--- config.mk ---
export PLATFORM = sky130hd
export DESIGN_NAME = pl_hazard_ctrl_flat
export DESIGN_NICKNAME = d
export VERILOG_FILES = /design/src/rtl/pl_hazard_ctrl_pkg.sv /design/src/rtl/pl_hazard_ctrl_if.sv /design/src/rtl/pl_hazard_ctrl_stall_cnt.sv /design/src/rtl/pl_hazard_ctrl.sv /design/src/flat_wrapper.sv
export SDC_FILE = /design/constraint.sdc
export NUM_CORES = 1
export LEC_CHECK = 0
export BUFFER_PORTS_ARGS = -buffer_cell sky130_fd_sc_hd__buf_2
export CELL_PAD_IN_SITES_DETAIL_PLACEMENT = 0
export CELL_PAD_IN_SITES_GLOBAL_PLACEMENT = 1
export CORE_ASPECT_RATIO = 1.25
export CORE_UTILIZATION = 28
export CTS_CLUSTER_SIZE = 16
export DETAILED_ROUTE_END_ITERATION = 10
export PLACE_DENSITY_LB_ADDON = 0.1
export SLEW_MARGIN = 20
export SYNTH_ARGS = -nofsm -noshare
export SYNTH_HDL_FRONTEND = slang
export SYNTH_SLANG_ARGS = --single-unit
--- constraint.sdc ---
create_clock -name clk -period 1.6 [get_ports clk]
set_clock_uncertainty 0.05 [all_clocks]
set_input_delay 0.16 -clock clk [delete_from_list [all_inputs] [get_ports clk]]
set_output_delay 0.16 -clock clk [all_outputs]
set_load 0.005 [all_outputs]
--- src/rtl/pl_hazard_ctrl_pkg.sv ---
// pl_hazard_pkg: shared state encoding, widths and helpers for the pipeline hazard controller
package pl_hazard_pkg;

   typedef enum logic [1:0] {RUN, MC_WAIT, MEM_WAIT} state_t;

   localparam int MC_CNT_W  = 4;
   localparam int REG_W_DEF = 5;

   function automatic logic [31:0] sat_inc(input logic [31:0] v, input logic en);
      return (en && v != 32'hFFFF_FFFF) ? v + 32'd1 : v;
   endfunction

endpackage

--- src/rtl/pl_hazard_ctrl_if.sv ---
// pl_hazard_ctrl_if: stage fields in, per-stage stall/bubble/flush strobes out (perf counters when HAZ_PERF_CNT_EN)
interface pl_hazard_ctrl_if
   import pl_hazard_pkg::*;
#(
   parameter int REG_W = REG_W_DEF
) ();

   logic [REG_W-1:0] id_rs1;
   logic [REG_W-1:0] id_rs2;
   logic             id_use_rs1;
   logic             id_use_rs2;
   logic [REG_W-1:0] ex_rd;
   logic             ex_mem_read;
   logic             ex_mc_start;
   logic             ex_branch_taken;
   logic             mem_req;
   logic             mem_ready;
   logic             pc_stall;
   logic             ifid_stall;
   logic             ifid_flush;
   logic             idex_stall;
   logic             idex_bubble;
   logic             exmem_stall;
   logic             exmem_bubble;
   logic             memwb_bubble;
   logic             busy;
`ifdef HAZ_PERF_CNT_EN
   logic [31:0]      perf_lu;
   logic [31:0]      perf_mc;
   logic [31:0]      perf_mem;
   logic [31:0]      perf_flush;
`endif

   // hazard controller side: drives the strobes
   modport master (
      input  id_rs1, id_rs2, id_use_rs1, id_use_rs2, ex_rd, ex_mem_read,
             ex_mc_start, ex_branch_taken, mem_req, mem_ready,
      output pc_stall, ifid_stall, ifid_flush, idex_stall, idex_bubble,
             exmem_stall, exmem_bubble, memwb_bubble, busy
`ifdef HAZ_PERF_CNT_EN
      , output perf_lu, perf_mc, perf_mem, perf_flush
`endif
   );

   // pipeline side: supplies stage fields, consumes the strobes
   modport slave (
      output id_rs1, id_rs2, id_use_rs1, id_use_rs2, ex_rd, ex_mem_read,
             ex_mc_start, ex_branch_taken, mem_req, mem_ready,
      input  pc_stall, ifid_stall, ifid_flush, idex_stall, idex_bubble,
             exmem_stall, exmem_bubble, memwb_bubble, busy
`ifdef HAZ_PERF_CNT_EN
      , input perf_lu, perf_mc, perf_mem, perf_flush
`endif
   );

endinterface

--- src/rtl/pl_hazard_ctrl_stall_cnt.sv ---
// pl_stall_cnt: loadable down-counter with hold, flags the last stall cycle of a multi-cycle op
module pl_stall_cnt
   import pl_hazard_pkg::*;
#(
   parameter int W = MC_CNT_W
) (
   input  logic         clk,
   input  logic         rst,
   input  logic         i_load,
   input  logic [W-1:0] i_val,
   input  logic         i_dec,
   output logic         o_last
);

   logic [W-1:0] r_cnt;

   // load wins over decrement; without i_dec the count is held
   always_ff @(posedge clk or posedge rst)
      if (rst) r_cnt <= '0;
      else if (i_load) r_cnt <= i_val;
      else if (i_dec && r_cnt != '0) r_cnt <= r_cnt - W'(1);

   assign o_last = r_cnt == W'(1);

endmodule

--- src/rtl/pl_hazard_ctrl.sv ---
// pl_hazard_ctrl: Mealy stall/bubble/flush generator for a 5-stage pipeline; optional HAZ_PERF_CNT_EN adds event counters
module pl_hazard_ctrl
   import pl_hazard_pkg::*;
#(
   parameter int MC_LAT = 4,
   parameter int REG_W  = REG_W_DEF
) (
   input  logic             clk,
   input  logic             rst,
   pl_hazard_ctrl_if.master hz
);

   state_t           r_state, w_next;
   logic             r_pend, w_pend_nxt;
   logic             w_mem, w_mc, w_fl, w_lu;
   logic             w_load, w_dec, w_last;
   logic             w_mwait, w_lu_hit;
   logic [REG_W-1:0] w_rd;

   assign w_rd     = hz.ex_rd;
   assign w_mwait  = hz.mem_req && !hz.mem_ready;
   assign w_lu_hit = hz.ex_mem_read && w_rd != REG_W'(0) &&
                     ((hz.id_use_rs1 && hz.id_rs1 == w_rd) || (hz.id_use_rs2 && hz.id_rs2 == w_rd));

   pl_stall_cnt #(.W(MC_CNT_W)) u_cnt (
      .clk    (clk),
      .rst    (rst),
      .i_load (w_load),
      .i_val  (MC_CNT_W'(MC_LAT - 1)),
      .i_dec  (w_dec),
      .o_last (w_last)
   );

   // select exactly one active hazard class per cycle and the next state
   always_comb begin
      w_mem      = 1'b0;
      w_mc       = 1'b0;
      w_fl       = 1'b0;
      w_lu       = 1'b0;
      w_load     = 1'b0;
      w_dec      = 1'b0;
      w_next     = r_state;
      w_pend_nxt = r_pend;
      case (r_state)
         RUN: begin
            if (w_mwait) begin
               w_mem      = 1'b1;
               w_next     = MEM_WAIT;
               w_pend_nxt = hz.ex_branch_taken;
            end else if (hz.ex_mc_start) begin
               w_mc   = 1'b1;
               w_load = MC_LAT > 1;
               w_next = MC_LAT > 1 ? MC_WAIT : RUN;
            end else if (hz.ex_branch_taken) w_fl = 1'b1;
            else w_lu = w_lu_hit;
         end
         MC_WAIT: begin
            if (w_mwait) w_mem = 1'b1;
            else begin
               w_mc   = 1'b1;
               w_dec  = 1'b1;
               w_next = w_last ? RUN : MC_WAIT;
            end
         end
         MEM_WAIT: begin
            if (!hz.mem_ready) begin
               w_mem      = 1'b1;
               w_pend_nxt = r_pend || hz.ex_branch_taken;
            end else begin
               w_fl       = r_pend || hz.ex_branch_taken;
               w_pend_nxt = 1'b0;
               w_next     = RUN;
            end
         end
         default: w_next = RUN;
      endcase
   end

   // state and deferred-flush registers; reset drops any stall in progress
   always_ff @(posedge clk or posedge rst)
      if (rst) begin
         r_state <= RUN;
         r_pend  <= 1'b0;
      end else begin
         r_state <= w_next;
         r_pend  <= w_pend_nxt;
      end

   // a clear of a stage always beats a hold of the same stage
   assign hz.pc_stall     = w_mem || w_mc || w_lu;
   assign hz.ifid_flush   = w_fl;
   assign hz.ifid_stall   = (w_mem || w_mc || w_lu) && !hz.ifid_flush;
   assign hz.idex_bubble  = w_fl || w_lu;
   assign hz.idex_stall   = (w_mem || w_mc) && !hz.idex_bubble;
   assign hz.exmem_bubble = w_mc;
   assign hz.exmem_stall  = w_mem && !hz.exmem_bubble;
   assign hz.memwb_bubble = w_mem;
   assign hz.busy         = r_state != RUN;

`ifdef HAZ_PERF_CNT_EN
   logic [31:0] r_perf_lu, r_perf_mc, r_perf_mem, r_perf_flush;

   // saturating per-class cycle counters
   always_ff @(posedge clk or posedge rst)
      if (rst) begin
         r_perf_lu    <= '0;
         r_perf_mc    <= '0;
         r_perf_mem   <= '0;
         r_perf_flush <= '0;
      end else begin
         r_perf_lu    <= sat_inc(r_perf_lu, w_lu);
         r_perf_mc    <= sat_inc(r_perf_mc, w_mc);
         r_perf_mem   <= sat_inc(r_perf_mem, w_mem);
         r_perf_flush <= sat_inc(r_perf_flush, w_fl);
      end

   assign hz.perf_lu    = r_perf_lu;
   assign hz.perf_mc    = r_perf_mc;
   assign hz.perf_mem   = r_perf_mem;
   assign hz.perf_flush = r_perf_flush;
`endif

endmodule

--- src/flat_wrapper.sv ---
// flat-port wrapper written by rule: the top's interface ports become plain ports
module pl_hazard_ctrl_flat import pl_hazard_pkg::*;
#(
   parameter int MC_LAT = 4,
   parameter int REG_W  = REG_W_DEF
)
  (clk, rst, hz_id_rs1, hz_id_rs2, hz_id_use_rs1, hz_id_use_rs2, hz_ex_rd, hz_ex_mem_read, hz_ex_mc_start, hz_ex_branch_taken, hz_mem_req, hz_mem_ready, hz_pc_stall, hz_ifid_stall, hz_ifid_flush, hz_idex_stall, hz_idex_bubble, hz_exmem_stall, hz_exmem_bubble, hz_memwb_bubble, hz_busy);
  pl_hazard_ctrl_if #(.REG_W(REG_W)) hz_i ();
  input  logic clk;
  input  logic rst;
  input wire logic [$bits(hz_i.id_rs1)-1:0] hz_id_rs1;
  input wire logic [$bits(hz_i.id_rs2)-1:0] hz_id_rs2;
  input wire logic [$bits(hz_i.id_use_rs1)-1:0] hz_id_use_rs1;
  input wire logic [$bits(hz_i.id_use_rs2)-1:0] hz_id_use_rs2;
  input wire logic [$bits(hz_i.ex_rd)-1:0] hz_ex_rd;
  input wire logic [$bits(hz_i.ex_mem_read)-1:0] hz_ex_mem_read;
  input wire logic [$bits(hz_i.ex_mc_start)-1:0] hz_ex_mc_start;
  input wire logic [$bits(hz_i.ex_branch_taken)-1:0] hz_ex_branch_taken;
  input wire logic [$bits(hz_i.mem_req)-1:0] hz_mem_req;
  input wire logic [$bits(hz_i.mem_ready)-1:0] hz_mem_ready;
  output wire logic [$bits(hz_i.pc_stall)-1:0] hz_pc_stall;
  output wire logic [$bits(hz_i.ifid_stall)-1:0] hz_ifid_stall;
  output wire logic [$bits(hz_i.ifid_flush)-1:0] hz_ifid_flush;
  output wire logic [$bits(hz_i.idex_stall)-1:0] hz_idex_stall;
  output wire logic [$bits(hz_i.idex_bubble)-1:0] hz_idex_bubble;
  output wire logic [$bits(hz_i.exmem_stall)-1:0] hz_exmem_stall;
  output wire logic [$bits(hz_i.exmem_bubble)-1:0] hz_exmem_bubble;
  output wire logic [$bits(hz_i.memwb_bubble)-1:0] hz_memwb_bubble;
  output wire logic [$bits(hz_i.busy)-1:0] hz_busy;
  assign hz_i.id_rs1 = hz_id_rs1;
  assign hz_i.id_rs2 = hz_id_rs2;
  assign hz_i.id_use_rs1 = hz_id_use_rs1;
  assign hz_i.id_use_rs2 = hz_id_use_rs2;
  assign hz_i.ex_rd = hz_ex_rd;
  assign hz_i.ex_mem_read = hz_ex_mem_read;
  assign hz_i.ex_mc_start = hz_ex_mc_start;
  assign hz_i.ex_branch_taken = hz_ex_branch_taken;
  assign hz_i.mem_req = hz_mem_req;
  assign hz_i.mem_ready = hz_mem_ready;
  assign hz_pc_stall = hz_i.pc_stall;
  assign hz_ifid_stall = hz_i.ifid_stall;
  assign hz_ifid_flush = hz_i.ifid_flush;
  assign hz_idex_stall = hz_i.idex_stall;
  assign hz_idex_bubble = hz_i.idex_bubble;
  assign hz_exmem_stall = hz_i.exmem_stall;
  assign hz_exmem_bubble = hz_i.exmem_bubble;
  assign hz_memwb_bubble = hz_i.memwb_bubble;
  assign hz_busy = hz_i.busy;
  pl_hazard_ctrl #(.MC_LAT(MC_LAT), .REG_W(REG_W)) u_core (.clk(clk), .rst(rst), .hz(hz_i));
endmodule
==> results by group <==
Cells and area
  • Most frequent cells in the layout: buf_2 (32), xor2_1 (10), buf_4 (9), dfrtp_1 (7), nor2_1 (6)
  • Area Growth Syn to Fin: 52.45%
  • Multi-input gate area: 499.2 um2
  • Most common cell after layout, fill and taps aside: buf_2
  • Register Area: 175.2 um2
  • Final Non-Filler Cells: 153
  • Fillers: 241
  • Final Instance Area: 1011 um2
  • Final #Nets: 149
  • Ant. Diodes: 0
  • Share of layout cells above drive strength 1: 50.82%

Drt
  • Initial DRC Count: 6
  • DRC Markers: 0
  • Wire length per cell: roughly 11 um
  • Vias per cell: 4.699
  • Routed Antenna Nets: 0
  • Post-Route WL: 1682 um
  • Drt pass-1 iters: 4
  • Vias: 719

GRT
  • Largest net degree at the start of global routing: 11
  • GR Util met1: 15.66%
  • Overflow after GRT: 0
  • GRT busiest layer: met2
  • Vias in the first global route: around 660
  • Grt met2 use: 22.86%
  • Grt met3 use: approximately 3.2%
  • GRT Util Overall: 13.69%
  • First-pass GRT wire length: 2628 um
  • Initial antenna violation count: 0

Clocking
  • Clock sink count: 7
  • TritonCTS clock tree: done
  • Longest Clk Path Bufs: 2
  • CTS H-Tree Depth: 1
  • Worst skew pair latency: 250 ps
  • Reg clk slew, reported paths: ~50 ps
  • Num CTS Buffers: 3
  • CTS root buf: clkbuf_4

Place
  • Post-DP Area: 890.9 um2
  • Placed Cells: 145
  • DPL Wire Length: between 1000 and 1500 um
  • Placer congestion estimate: around 0.67
  • Port Buffers: 32

Timing
  • Fin Setup TNS: -841.0 ps
  • Final Slew Violations: 0
  • # setup viols final: 3
  • Worst slew pin tran: 327.1 ps
  • Fmax: roughly 530 MHz
  • Period utilization: 118.0%
  • Worst Setup Slack, final: -287.5 ps
  • WHS: 177.4 ps
  • Relative slew slack: slightly below 80%
  • RSZ-0062 raised after global routing: true
  • Post-route minimum period: around 1900 ps
  • Final Hold Fails: 0

Die
  • Total core area: 2211 um2
  • Site row count: 19
  • DIE HEIGHT: around 56 um
  • Starting density of the core: 29.99%
  • I/O pin count: 33
  • Area of the die: 2568 um2
  • Die Width: 45.53 um

Synth
  • #FFs+latches synth: 7
  • Post-synthesis net count: between 100 and 150
  • Synth warnings: 0
  • Post-Synthesis Cells: 78
  • Distinct cells, synth: 34
  • Mapped Area: approximately 660 um2
  • Avg Cell Area, Syn: between 8 and 9 um2
  • Sequential area share after synthesis: 26.42%

Worst setup path
  • FF-to-FF path depth: 7
  • Slowest stage delay, CP: roughly 480 ps
  • Critical Path Stages: 5
  • Slowest CP cell: or4b_4
  • Setup crit start kind: flip-flop
  • CP Data Arrival Time: 1680 ps
  • WP data required: 1390 ps
  • Delay-heaviest family, CP: simple AND/OR/NAND/NOR gates
  • WP buf/inv: 1
  • Crit path cell chain: nor3_4 > nand2_2 > or4b_4 > o211ai_1 > buf_2
  • CP endpoint kind: primary output
  • Setup CP Type: flip-flop to primary output
  • Critical-path maximum fanout: 3

Power
  • NetSw: approximately 470 uW
  • Clock Power Share: 12.9%
  • Flop pwr share: 24.9%
  • Maximum vdd drop: around 0.00074 V
  • Switching Share: 38.32%
  • Logic pwr share: 62.2%
  • P_int: 760.9 uW
  • PwrDens: 1220 nW/um2
  • Leakage power: 0.0004715 uW

Hold path
  • Hold path depth: 3
  • HP Class: primary input to flip-flop

Flow run
  • Max-cap violations: 0

Status
  • Failing checks: negative setup slack
  • Run status: complete, but fails checks
[power groups by stage]
stage	clock network (uW)	registers [uW]	logic, uW
6_report	159	308	767
5_1_grt	180	311	845
4_1_cts	163	302	680
3_5_place_dp	0	303	611
3_3_place_gp	0	300	607
2_1_floorplan	0	294	394
[repair_timing]
action,4_1_cts,5_1_grt
pin swaps,5,4
hold buffers,1,0
hold endpoints to repair,7,0
endpoints found under the setup margin,6,10
gates resized for setup,6,9
buffers inserted,2,1
cloned,0,0
[area by class of cell]
cell class	instances	share of cell area, %
flip-flops and latches	7	17.33
inverters	6	2.228
clock buffers	4	2.599
well taps	31	3.837
repair buffers	43	24.63
multi-input cells	62	49.38
[worst min-delay path, stage by stage]
cell    delay, ps
buf_2          80
buf_4         130
nor3_1         50
[Yosys cell counts]
cell / instances / area share (%)
buf_6: 1 / 1.7
and3_2: 1 / 1.1
o21bai_1: 2 / 2.3
and2b_2: 1 / 1.3
dfrtp_1: 7 / 26
buf_4: 1 / 1.1
a221oi_1: 1 / 1.3
or3b_1: 1 / 1.3
nor3_1: 3 / 2.3
ha_1: 2 / 3.8
buf_2: 1 / 0.75
o221ai_1: 1 / 1.3
a311oi_1: 1 / 1.3
nand3_1: 1 / 0.75
a21oi_1: 5 / 3.8
o211ai_1: 3 / 3.4
or4_1: 1 / 1.1
xor2_1: 10 / 13
inv_1: 6 / 3.4
o21ai_0: 1 / 0.75
nor4_1: 2 / 1.9
nand4_1: 2 / 1.9
and2_0: 1 / 0.94
nand2_2: 1 / 0.94
nand2b_1: 4 / 3.8
nor2b_1: 1 / 0.94
nor3_4: 1 / 2.5
xnor2_1: 3 / 4.0
o32ai_1: 1 / 1.3
nor2_1: 6 / 3.4
nand2_1: 3 / 1.7
a32oi_1: 1 / 1.3
or4b_4: 1 / 2.1
or2_2: 1 / 0.94
[cell families (layout without fill, tap and decap cells)]
family | count (synthesis) | after routing | synth area share, %
buf+inv | 9 | 53 | 6.980
xor+xnor | 13 | 13 | 17.17
compound gates | 16 | 16 | 16.79
flops | 7 | 7 | 26.42
simple gates | 31 | 31 | 28.87
fa+ha+maj | 2 | 2 | 3.773
[per-stage QoR]
step / setup WS [ps] / total power (uW) / util (%)
after floorplan: 23.96 / 687.7 / -
after global placement: -30.36 / 907.3 / 40.29
after detailed placement: -47.44 / 914.8 / 40.29
after CTS: -298.7 / 1145 / 43.52
after global routing: -362.8 / 1337 / 45.73
final: -287.5 / 1234 / 45.73
[per-layer routing]
| metal | vias to the layer above | routed length, um |
|---|---|---|
| li1 | 365 | - |
| met1 | 331 | 743 |
| met2 | 21 | 827 |
| met3 | 2 | 96 |
| met4 | 0 | 14 |
| met5 | - | 0 |
[flip-flops by register name, indices dropped and copies added (netlist names)]
name	cells
u_core.r_pend	1
u_core.r_state	2
u_core.u_cnt.r_cnt	4
[final timing paths]
path                                            start               endpoint  slack, ps
min in group asynchronous                         rst  u_core.u_cnt.r_cnt[1]        330
worst min-delay path                     hz_mem_ready      u_core.r_state[1]        180
max in group asynchronous                         rst      u_core.r_state[1]        950
worst max-delay path                u_core.r_state[1]            hz_pc_stall       -290
worst max register to register  u_core.u_cnt.r_cnt[1]  u_core.u_cnt.r_cnt[3]         50
worst min register to register  u_core.u_cnt.r_cnt[3]  u_core.u_cnt.r_cnt[3]        530
(Power assumes the default switching activity.)
